`src/rtl/mp_mon_pkg.sv`:
```
// Shared types and width helpers for the multiprocessor completion monitor.
package mp_mon_pkg;

    typedef enum logic [1:0] {IDLE, RUN, DONE, TIMEOUT} mon_state_e;

    function automatic int cnt_w(input int timeout_cycles);
        return $clog2(timeout_cycles + 1);
    endfunction

    function automatic int id_w(input int n_cores);
        return (n_cores > 1) ? $clog2(n_cores) : 1;
    endfunction

endpackage

```
`src/rtl/mp_completion_monitor_if.sv`:
```
// Control, per-core status and readout bundle between a run controller and the monitor.
interface mp_completion_monitor_if import mp_mon_pkg::*; #(
    parameter int N_CORES        = 3,
    parameter int TIMEOUT_CYCLES = 400
) ();
    localparam int CNT_W = cnt_w(TIMEOUT_CYCLES);
    localparam int ID_W  = id_w(N_CORES);

    logic               start;
    logic               abort;
    logic [N_CORES-1:0] core_done;
    logic [N_CORES-1:0] core_pass;
    logic [ID_W-1:0]    rd_idx;
    logic               busy;
    logic               all_done;
    logic               all_pass;
    logic               timeout;
    logic [N_CORES-1:0] done_mask;
    logic [N_CORES-1:0] pass_mask;
    logic               fail_valid;
    logic [ID_W-1:0]    first_fail_id;
    logic [CNT_W-1:0]   cycle_count;
    logic [CNT_W-1:0]   rd_cycles;

    modport master (
        output start, abort, core_done, core_pass, rd_idx,
        input  busy, all_done, all_pass, timeout, done_mask, pass_mask,
               fail_valid, first_fail_id, cycle_count, rd_cycles
    );

    modport slave (
        input  start, abort, core_done, core_pass, rd_idx,
        output busy, all_done, all_pass, timeout, done_mask, pass_mask,
               fail_valid, first_fail_id, cycle_count, rd_cycles
    );
endinterface

```
`src/rtl/mp_core_tracker.sv`:
```
// Per-core completion record: sticky done flag, pass sampled at first done, completion cycle.
module mp_core_tracker #(
    parameter int CNT_W = 9
) (
    input  logic             clk,
    input  logic             rst_n,
    input  logic             clear,
    input  logic             sample_en,
    input  logic             core_done,
    input  logic             core_pass,
    input  logic [CNT_W-1:0] cycle,
    output logic             done,
    output logic             pass,
    output logic             new_done,
    output logic [CNT_W-1:0] latency
);
    assign new_done = sample_en & core_done & ~done;

    // clear beats sample so an abort/start edge never leaves a stale record
    always_ff @(posedge clk or negedge rst_n) begin
        if (!rst_n) begin
            done    <= 1'b0;
            pass    <= 1'b0;
            latency <= '0;
        end else if (clear) begin
            done    <= 1'b0;
            pass    <= 1'b0;
            latency <= '0;
        end else if (new_done) begin
            done    <= 1'b1;
            pass    <= core_pass;
            latency <= cycle;
        end
    end
endmodule

```
`src/rtl/mp_completion_monitor.sv`:
```
// Bounded run-window monitor: per-core completion tracking, aggregate status and fail priority.
module mp_completion_monitor import mp_mon_pkg::*; #(
    parameter int N_CORES        = 3,
    parameter int TIMEOUT_CYCLES = 400
) (
    input logic                    clk,
    input logic                    rst_n,
    mp_completion_monitor_if.slave mon
);
    localparam int CNT_W = cnt_w(TIMEOUT_CYCLES);
    localparam int ID_W  = id_w(N_CORES);
    localparam logic [CNT_W-1:0] TO_CNT = CNT_W'(TIMEOUT_CYCLES);

    mon_state_e                    state;
    logic [CNT_W-1:0]              cycle_count, cnt_nxt;
    logic [N_CORES-1:0]            done_q, pass_q, new_done, new_fail;
    logic [N_CORES-1:0][CNT_W-1:0] lat_q;
    logic                          fail_valid, run, clear, done_all;
    logic [ID_W-1:0]               first_fail_id, ff_id;

    assign run      = (state == RUN);
    assign clear    = mon.abort | (mon.start & ~run);
    assign cnt_nxt  = (cycle_count == '1) ? cycle_count : cycle_count + 1'b1;
    assign done_all = &(done_q | new_done);
    assign new_fail = new_done & ~mon.core_pass;

    for (genvar i = 0; i < N_CORES; i++) begin : g_trk
        mp_core_tracker #(.CNT_W(CNT_W)) u_trk (
            .clk      (clk),
            .rst_n    (rst_n),
            .clear    (clear),
            .sample_en(run),
            .core_done(mon.core_done[i]),
            .core_pass(mon.core_pass[i]),
            .cycle    (cnt_nxt),
            .done     (done_q[i]),
            .pass     (pass_q[i]),
            .new_done (new_done[i]),
            .latency  (lat_q[i])
        );
    end

    // lowest index wins among cores failing in the same cycle
    always_comb begin
        ff_id = '0;
        for (int i = N_CORES - 1; i >= 0; i--)
            if (new_fail[i]) ff_id = ID_W'(i);
    end

    always_ff @(posedge clk or negedge rst_n) begin
        if (!rst_n) begin
            state         <= IDLE;
            cycle_count   <= '0;
            fail_valid    <= 1'b0;
            first_fail_id <= '0;
        end else if (mon.abort) begin
            state         <= IDLE;
            cycle_count   <= '0;
            fail_valid    <= 1'b0;
            first_fail_id <= '0;
        end else if (run) begin
            cycle_count <= cnt_nxt;
            if (!fail_valid && |new_fail) begin
                fail_valid    <= 1'b1;
                first_fail_id <= ff_id;
            end
            // completion is checked first so a last-done on the final cycle reports DONE
            if (done_all)              state <= DONE;
            else if (cnt_nxt == TO_CNT) state <= TIMEOUT;
        end else if (mon.start) begin
            state         <= RUN;
            cycle_count   <= '0;
            fail_valid    <= 1'b0;
            first_fail_id <= '0;
        end
    end

    assign mon.busy          = run;
    assign mon.all_done      = (state == DONE);
    assign mon.all_pass      = (state == DONE) & (&pass_q);
    assign mon.timeout       = (state == TIMEOUT);
    assign mon.done_mask     = done_q;
    assign mon.pass_mask     = pass_q;
    assign mon.fail_valid    = fail_valid;
    assign mon.first_fail_id = first_fail_id;
    assign mon.cycle_count   = cycle_count;
    assign mon.rd_cycles     = (int'(mon.rd_idx) < N_CORES) ? lat_q[mon.rd_idx] : '0;
endmodule
```
`src/flat_wrapper.sv`:
```
// flat-port wrapper written by rule: the top's interface ports become plain ports
module mp_completion_monitor_flat import mp_mon_pkg::*;
#(
    parameter int N_CORES        = 3,
    parameter int TIMEOUT_CYCLES = 400
)
  (clk, rst_n, mon_start, mon_abort, mon_core_done, mon_core_pass, mon_rd_idx, mon_busy, mon_all_done, mon_all_pass, mon_timeout, mon_done_mask, mon_pass_mask, mon_fail_valid, mon_first_fail_id, mon_cycle_count, mon_rd_cycles);
  mp_completion_monitor_if #(.N_CORES(N_CORES), .TIMEOUT_CYCLES(TIMEOUT_CYCLES)) mon_i ();
  input logic clk;
  input logic rst_n;
  input wire logic [$bits(mon_i.start)-1:0] mon_start;
  input wire logic [$bits(mon_i.abort)-1:0] mon_abort;
  input wire logic [$bits(mon_i.core_done)-1:0] mon_core_done;
  input wire logic [$bits(mon_i.core_pass)-1:0] mon_core_pass;
  input wire logic [$bits(mon_i.rd_idx)-1:0] mon_rd_idx;
  output wire logic [$bits(mon_i.busy)-1:0] mon_busy;
  output wire logic [$bits(mon_i.all_done)-1:0] mon_all_done;
  output wire logic [$bits(mon_i.all_pass)-1:0] mon_all_pass;
  output wire logic [$bits(mon_i.timeout)-1:0] mon_timeout;
  output wire logic [$bits(mon_i.done_mask)-1:0] mon_done_mask;
  output wire logic [$bits(mon_i.pass_mask)-1:0] mon_pass_mask;
  output wire logic [$bits(mon_i.fail_valid)-1:0] mon_fail_valid;
  output wire logic [$bits(mon_i.first_fail_id)-1:0] mon_first_fail_id;
  output wire logic [$bits(mon_i.cycle_count)-1:0] mon_cycle_count;
  output wire logic [$bits(mon_i.rd_cycles)-1:0] mon_rd_cycles;
  assign mon_i.start = mon_start;
  assign mon_i.abort = mon_abort;
  assign mon_i.core_done = mon_core_done;
  assign mon_i.core_pass = mon_core_pass;
  assign mon_i.rd_idx = mon_rd_idx;
  assign mon_busy = mon_i.busy;
  assign mon_all_done = mon_i.all_done;
  assign mon_all_pass = mon_i.all_pass;
  assign mon_timeout = mon_i.timeout;
  assign mon_done_mask = mon_i.done_mask;
  assign mon_pass_mask = mon_i.pass_mask;
  assign mon_fail_valid = mon_i.fail_valid;
  assign mon_first_fail_id = mon_i.first_fail_id;
  assign mon_cycle_count = mon_i.cycle_count;
  assign mon_rd_cycles = mon_i.rd_cycles;
  mp_completion_monitor #(.N_CORES(N_CORES), .TIMEOUT_CYCLES(TIMEOUT_CYCLES)) u_core (.clk(clk), .rst_n(rst_n), .mon(mon_i));
endmodule
```
`config.mk`:
```
export PLATFORM = sky130hd
export DESIGN_NAME = mp_completion_monitor_flat
export DESIGN_NICKNAME = d
export VERILOG_FILES = /design/src/rtl/mp_mon_pkg.sv /design/src/rtl/mp_completion_monitor_if.sv /design/src/rtl/mp_core_tracker.sv /design/src/rtl/mp_completion_monitor.sv /design/src/flat_wrapper.sv
export SDC_FILE = /design/constraint.sdc
export NUM_CORES = 1
export LEC_CHECK = 0
export ABC_CLOCK_PERIOD_IN_PS = 2400
export BUFFER_PORTS_ARGS = -buffer_cell sky130_fd_sc_hd__buf_2
export CAP_MARGIN = 0
export CORE_MARGIN = 3
export CORE_UTILIZATION = 25
export CTS_CLUSTER_DIAMETER = 80
export DETAILED_ROUTE_END_ITERATION = 8
export SYNTH_ARGS = -nofsm -noshare
export SYNTH_HDL_FRONTEND = slang
export SYNTH_SLANG_ARGS = --single-unit
```
`constraint.sdc`:
```
create_clock -name clk -period 2.4 [get_ports clk]
set_input_delay 0.24 -clock clk [delete_from_list [all_inputs] [get_ports clk]]
set_output_delay 0.24 -clock clk [all_outputs]
set_load 0.02 [all_outputs]
```
# --- Word level (Yosys, flattened, before mapping) ---
# Cells that the tools add are included.
word_totals:
  register_bits: 47
  output_inout_bits: 31
op_classes:
  order_cmp: 2
  add_sub_neg: 1
  muxes: 41
  eq_ne: 7
  n_bitwise: 16
  n_reduce_logical: 11
op_table:
  columns: ["op", "n"]
  rows:
  - ["$mux W9", 12]
  - ["$mux W2", 12]
  - ["$bmux W9 S2", 1]
  - ["$eq A9 B9 Y1 const B", 2]
  - ["$mux W1", 16]
  - ["$add A9 B1 Y9 const B", 1]
  - ["$and A1 B1 Y1", 8]
  - ["$reduce_and A3 Y1", 2]
  - ["$reduce_bool A2 Y1", 3]
  - ["$eq A2 B2 Y1 const B", 2]
  - ["$ne A4 B2 Y1 const B", 1]
  - ["$not A1 Y1", 4]
  - ["$reduce_and A2 Y1", 2]
  - ["$and A3 B3 Y3", 1]
  - ["$lt A2 B3 Y1 const B", 1]
  - ["$ne A3 B2 Y1 const B", 1]
  - ["$not A3 Y3", 1]
  - ["$or A3 B3 Y3", 1]
  - ["$reduce_bool A3 Y1", 1]
  - ["$reduce_or A3 Y1", 1]
  - ["$eq A2 B1 Y1 const B", 1]
  - ["$lt A2 B2 Y1 const B", 1]
  - ["$logic_and A1 B1 Y1", 1]
  - ["$logic_not A1 Y1", 1]
  - ["$or A1 B1 Y1", 1]

# --- Longest topological paths before layout ---
depth:
  depth_word: 10
  depth_mapped: 6
  mapped_depth_nobuf: 5

# --- By module ---
# A second synthesis with hierarchy kept.
hier_totals:
  hier_cells: 285
  area_unflattened_um2: 2816.5
modules_own_cells:
  columns: ["module", "n_inst", "cells_each", "area_per_inst_um2"]
  rows:
  - ["mp_core_tracker", 3, 47, 536.8]
  - ["mp_completion_monitor", 1, 144, 1206.2]

# --- Worst setup path after synthesis ---
# No wires, ideal clock.
synth_timing:
  path_type: "register to register"
  from: "register u_core.cycle_count[1], in the netlist u_core.mon.cycle_count[1]"
  to: "register u_core.state[1]"
  setup_time_ns: 0.092
  synth_period_minus_slack_ns: 1.933
  setup_slack_ns: 0.467
  stages_incl_launch_ff: 7
  n_path_buf: 1
  t_required_ns: 2.308
  arrival_time_ns: 1.841
  path_cell_list: "dfrtp_1 > ha_1 > buf_2 > nand2_1 > or4b_1 > a32o_1 > o31ai_2"
synth_between:
  elab_chain_cells: 5
  elab_cells_between_ends: 6
synth_lines:
  columns: ["element", "line_no", "text"]
  rows:
  - ["start, declared", "mp_completion_monitor.sv:15", "logic [CNT_W-1:0] cycle_count, cnt_nxt;"]
  - ["start signal, assigned", "mp_completion_monitor.sv:62", "cycle_count <= cnt_nxt;"]
  - ["$add A9 B1 Y9 or $eq A9 B9 Y1 (tied branches)", "mp_completion_monitor.sv:23", "assign cnt_nxt = (cycle_count == '1) ? cycle_count : cycle_count + 1'b1;"]
  - ["$mux W9 *", "mp_completion_monitor.sv:23", null]
  - ["$eq A9 B9 Y1 *", "mp_completion_monitor.sv:69", "else if (cnt_nxt == TO_CNT) state <= TIMEOUT;"]
  - ["$ne A4 B2 Y1 (no line) *", null, null]
  - ["$reduce_and A2 Y1 (no line) *", null, null]
  - ["end signal, assigned", "mp_completion_monitor.sv:68", "if (done_all) state <= DONE;"]
  - ["end signal, assigned", "mp_completion_monitor.sv:69", null]
  - ["end signal, assigned", "mp_completion_monitor.sv:71", "state <= RUN;"]
  - ["end, declared", "mp_completion_monitor.sv:14", "mon_state_e state;"]
# Every way passes the cells marked *; elsewhere a longest branch is shown, timed or not.
# A chain may end at the register's enable or synchronous reset.

# --- Final worst setup path ---
# Same ends and word-level chain as after synthesis.

==> results.json <==
{
  "status": "completed",
  "crit_cells": 5,
  "htreeDepth": 2,
  "final_area_sq_um": 3000,
  "leakage_nw": 1.34,
  "first_pass_iters": 4,
  "path_buf_inv": 0,
  "grt_pass1_vias": 2124,
  "reg2reg_setup_slack_ps": 370,
  "cts_sinks": 47,
  "antenna_found_initial": 0,
  "synth_top_family_by_area": "simple AND/OR/NAND/NOR gates",
  "synth.most_common_cell": "dfrtp_1",
  "place_area_sq_um": 2880,
  "die_w_microns": 107,
  "crit_required_ps": 2610,
  "tns_ps": 0,
  "end_kind": "register",
  "grt_usage_pct": 12.2,
  "drc_errors": 0,
  "slew_headroom_pct": 63.7,
  "finish.net_count": 327,
  "final.min_clock_period_ps": 2030,
  "synthSimpleGateAreaFrac_pct": 23.2,
  "synth_flop_cell": "dfrtp_1",
  "r2r_cells": 5,
  "synth_commonest_cells": "dfrtp_1, nand2_1, nor2_1, a21oi_1, o21ai_0",
  "maxCapViolCount": 0,
  "drv_slew": 0,
  "min_to": "u_core.state[0]",
  "die_h_microns": 107,
  "reg2reg_to": "u_core.state[1]",
  "synthCells": 275,
  "peakVddDrop_v": 0.000275,
  "clkTransAtPathRegs_ps": 90,
  "finClkSkew_ps": 8.85,
  "initial_utilization_pct": 25.8,
  "ys_warn_count": 0,
  "synthAdderAreaFrac_pct": 0.494,
  "areaGrowthSynthToFinish_pct": 18.4,
  "synth_area_leaders": "dfrtp_1, nand2_1, a21oi_1",
  "synth_top_cell_by_area": "dfrtp_1",
  "hpwl_microns": 5080,
  "layout-drive-gt1-share_pct": 23.5,
  "setup_viol": 0,
  "yosysTopAreaCellShare_pct": 46.4,
  "grt_pass1_wl_microns": 11100,
  "gp_congestion": 0.932,
  "muxShareOfSynthArea_pct": 4.39,
  "hp-class": "primary input to register",
  "syn_nets": 288,
  "rows": 36,
  "powerDensity_nw_per_um2": 543,
  "crit_family": "simple AND/OR/NAND/NOR gates",
  "grt-ovfl-total": 0,
  "ys_seq_area_share_pct": 46.4,
  "startpoint_type": "register",
  "hp-start": "mon_abort",
  "reg2reg_from": "u_core.mon.cycle_count[1]",
  "drt_iter0_drc": 161,
  "fin_total_pwr_mw": 1.63,
  "synthArstFlopShare_pct": 100,
  "fp.coreArea_sq_um": 9820,
  "fmax_mhz": 494,
  "hold_viol": 0,
  "cts_tree": "built",
  "grt_start_max_net_pins": 18,
  "critPathArrivalTime_ps": 2240,
  "whs_path_depth": 2,
  "wl_per_cell_microns": 15.0,
  "synth_xor_area_share_pct": 1.04,
  "critPathKind": "register to register",
  "netlist_area_sq_um": 2530,
  "worst_pin_slew_ps": 540,
  "diodes": 0,
  "io_buffers": 42,
  "ant_nets": 0,
  "synth_seq_cells": 47,
  "avgSynthCellArea_sq_um": 9.22,
  "die_area_sq_um": 11400,
  "crit_slowest_cell": "dfrtp_1",
  "routed_wl_microns": 6710,
  "synth_edf_count": 0,
  "synth_compound_area_share_pct": 19.3,
  "crit_start": "u_core.mon.cycle_count[1]",
  "rsz0062_at_grt": "false",
  "viasPerCell": 4.82,
  "io_pins": 43,
  "clockBufferDepth": 2,
  "dr_total_vias": 2159,
  "synth_cell_types": 46,
  "finalCritPeriodShare_pct": 84.4,
  "max_stage_delay_ps": 510,
  "crit_chain": "ha_1 -> nand2_1 -> or4b_1 -> a32o_1 -> o31ai_2",
  "cts_buffers": 5,
  "crit_path_max_fanout": 9,
  "clkLatencyLatePin_ps": 300,
  "cts_root_buf": "clkbuf_8"
}
==> worst register-to-register path, cell delays in order, from the launching register on <==
cell	delay [ps]
dfrtp_1	510
ha_1	380
nand2_1	170
or4b_1	480
a32o_1	240
o31ai_2	170
==> layout make-up <==
cell class              instances  area [sq um]
flip-flops and latches         47          1180
multi-input cells             203          1230
repair buffers                 54           303
inverters                       3          11.3
well taps                     133           166
fillers                      1073          6820
clock inverters                 3          46.3
clock buffers                   5          68.8
==> through the flow <==
| step | instances | setup slack, ps | hold slack (ps) | util [%] |
|---|---|---|---|---|
| after floorplan | 275 | 467 | -55.6 | - |
| after global placement | 439 | 474 | 179 | 29.3 |
| after detailed placement | 439 | 384 | 177 | 29.3 |
| after CTS | 448 | 374 | 180 | 30.6 |
| after global routing | 448 | 190 | 190 | 30.6 |
| final | 448 | 375 | 192 | 30.6 |
==> worst max-delay path by stage <==
stage	to	slack (ps)
floorplan	u_core.state[1]	470
global placement	u_core.state[1]	470
detailed placement	u_core.state[1]	380
CTS	u_core.state[1]	370
global route	u_core.state[1]	190
finish	u_core.state[1]	370
==> power breakdown <==
| part | internal [mW] | leakage [nW] | total [mW] | switching, mW |
|---|---|---|---|---|
| registers | 0.810 | 0.649 | 0.829 | 0.0187 |
| clock network | 0.314 | 0.0548 | 0.596 | 0.282 |
| logic | 0.0681 | 0.636 | 0.203 | 0.135 |
==> registers in the layout, indices dropped and copies added (netlist names) <==
signal / flops
u_core.mon.cycle_count: 9
u_core.g_trk.u_trk.latency: 27
u_core.mon.fail_valid: 1
u_core.g_trk.u_trk.pass: 3
u_core.mon.first_fail_id: 2
u_core.state: 2
u_core.g_trk.u_trk.done: 3
==> per-layer routing <==
metal	vias to the layer above	track usage (%)	wire length [microns]
met1	1042	16.8	3100
li1	1061	-	-
met5	-	0	0
met4	0	2.19	38
met3	5	2.59	408
met2	51	19.8	3170
==> cell usage in the layout (no fill, tap or decap), types with 3 or more instances in the layout <==
master | netlist | layout
a211oi_1 | 12 | 12
a21o_1 | 3 | 3
a21oi_1 | 24 | 24
a22o_1 | 4 | 4
a32o_1 | 3 | 3
buf_2 | 5 | 42
buf_4 | 8 | 11
clkbuf_8 | 0 | 5
dfrtp_1 | 47 | 47
inv_1 | 3 | 3
mux2i_1 | 10 | 10
nand2_1 | 35 | 35
nand2b_1 | 3 | 3
nand3_1 | 13 | 13
nand4_1 | 3 | 3
nor2_1 | 28 | 28
nor2b_1 | 4 | 4
nor3_1 | 5 | 5
nor3b_2 | 4 | 4
o21a_1 | 3 | 3
o21ai_0 | 16 | 16
or3_1 | 3 | 3
==> what timing repair did <==
action | 4_1_cts | 5_1_grt
buffers inserted | 0 | 0
hold buffers | 1 | 0
resized for setup | 0 | 0
hold endpoints to repair | 15 | 0
==> cell families (layout without fill, tap and decap cells) <==
group,after synthesis,count (layout)
flops,47,47
buf+inv,25,65
mux,11,11
xor+xnor,3,3
compound gates,76,76
fa+ha+maj,1,1
simple gates,112,112
Note: power is estimated with default switching activity, not from simulation.
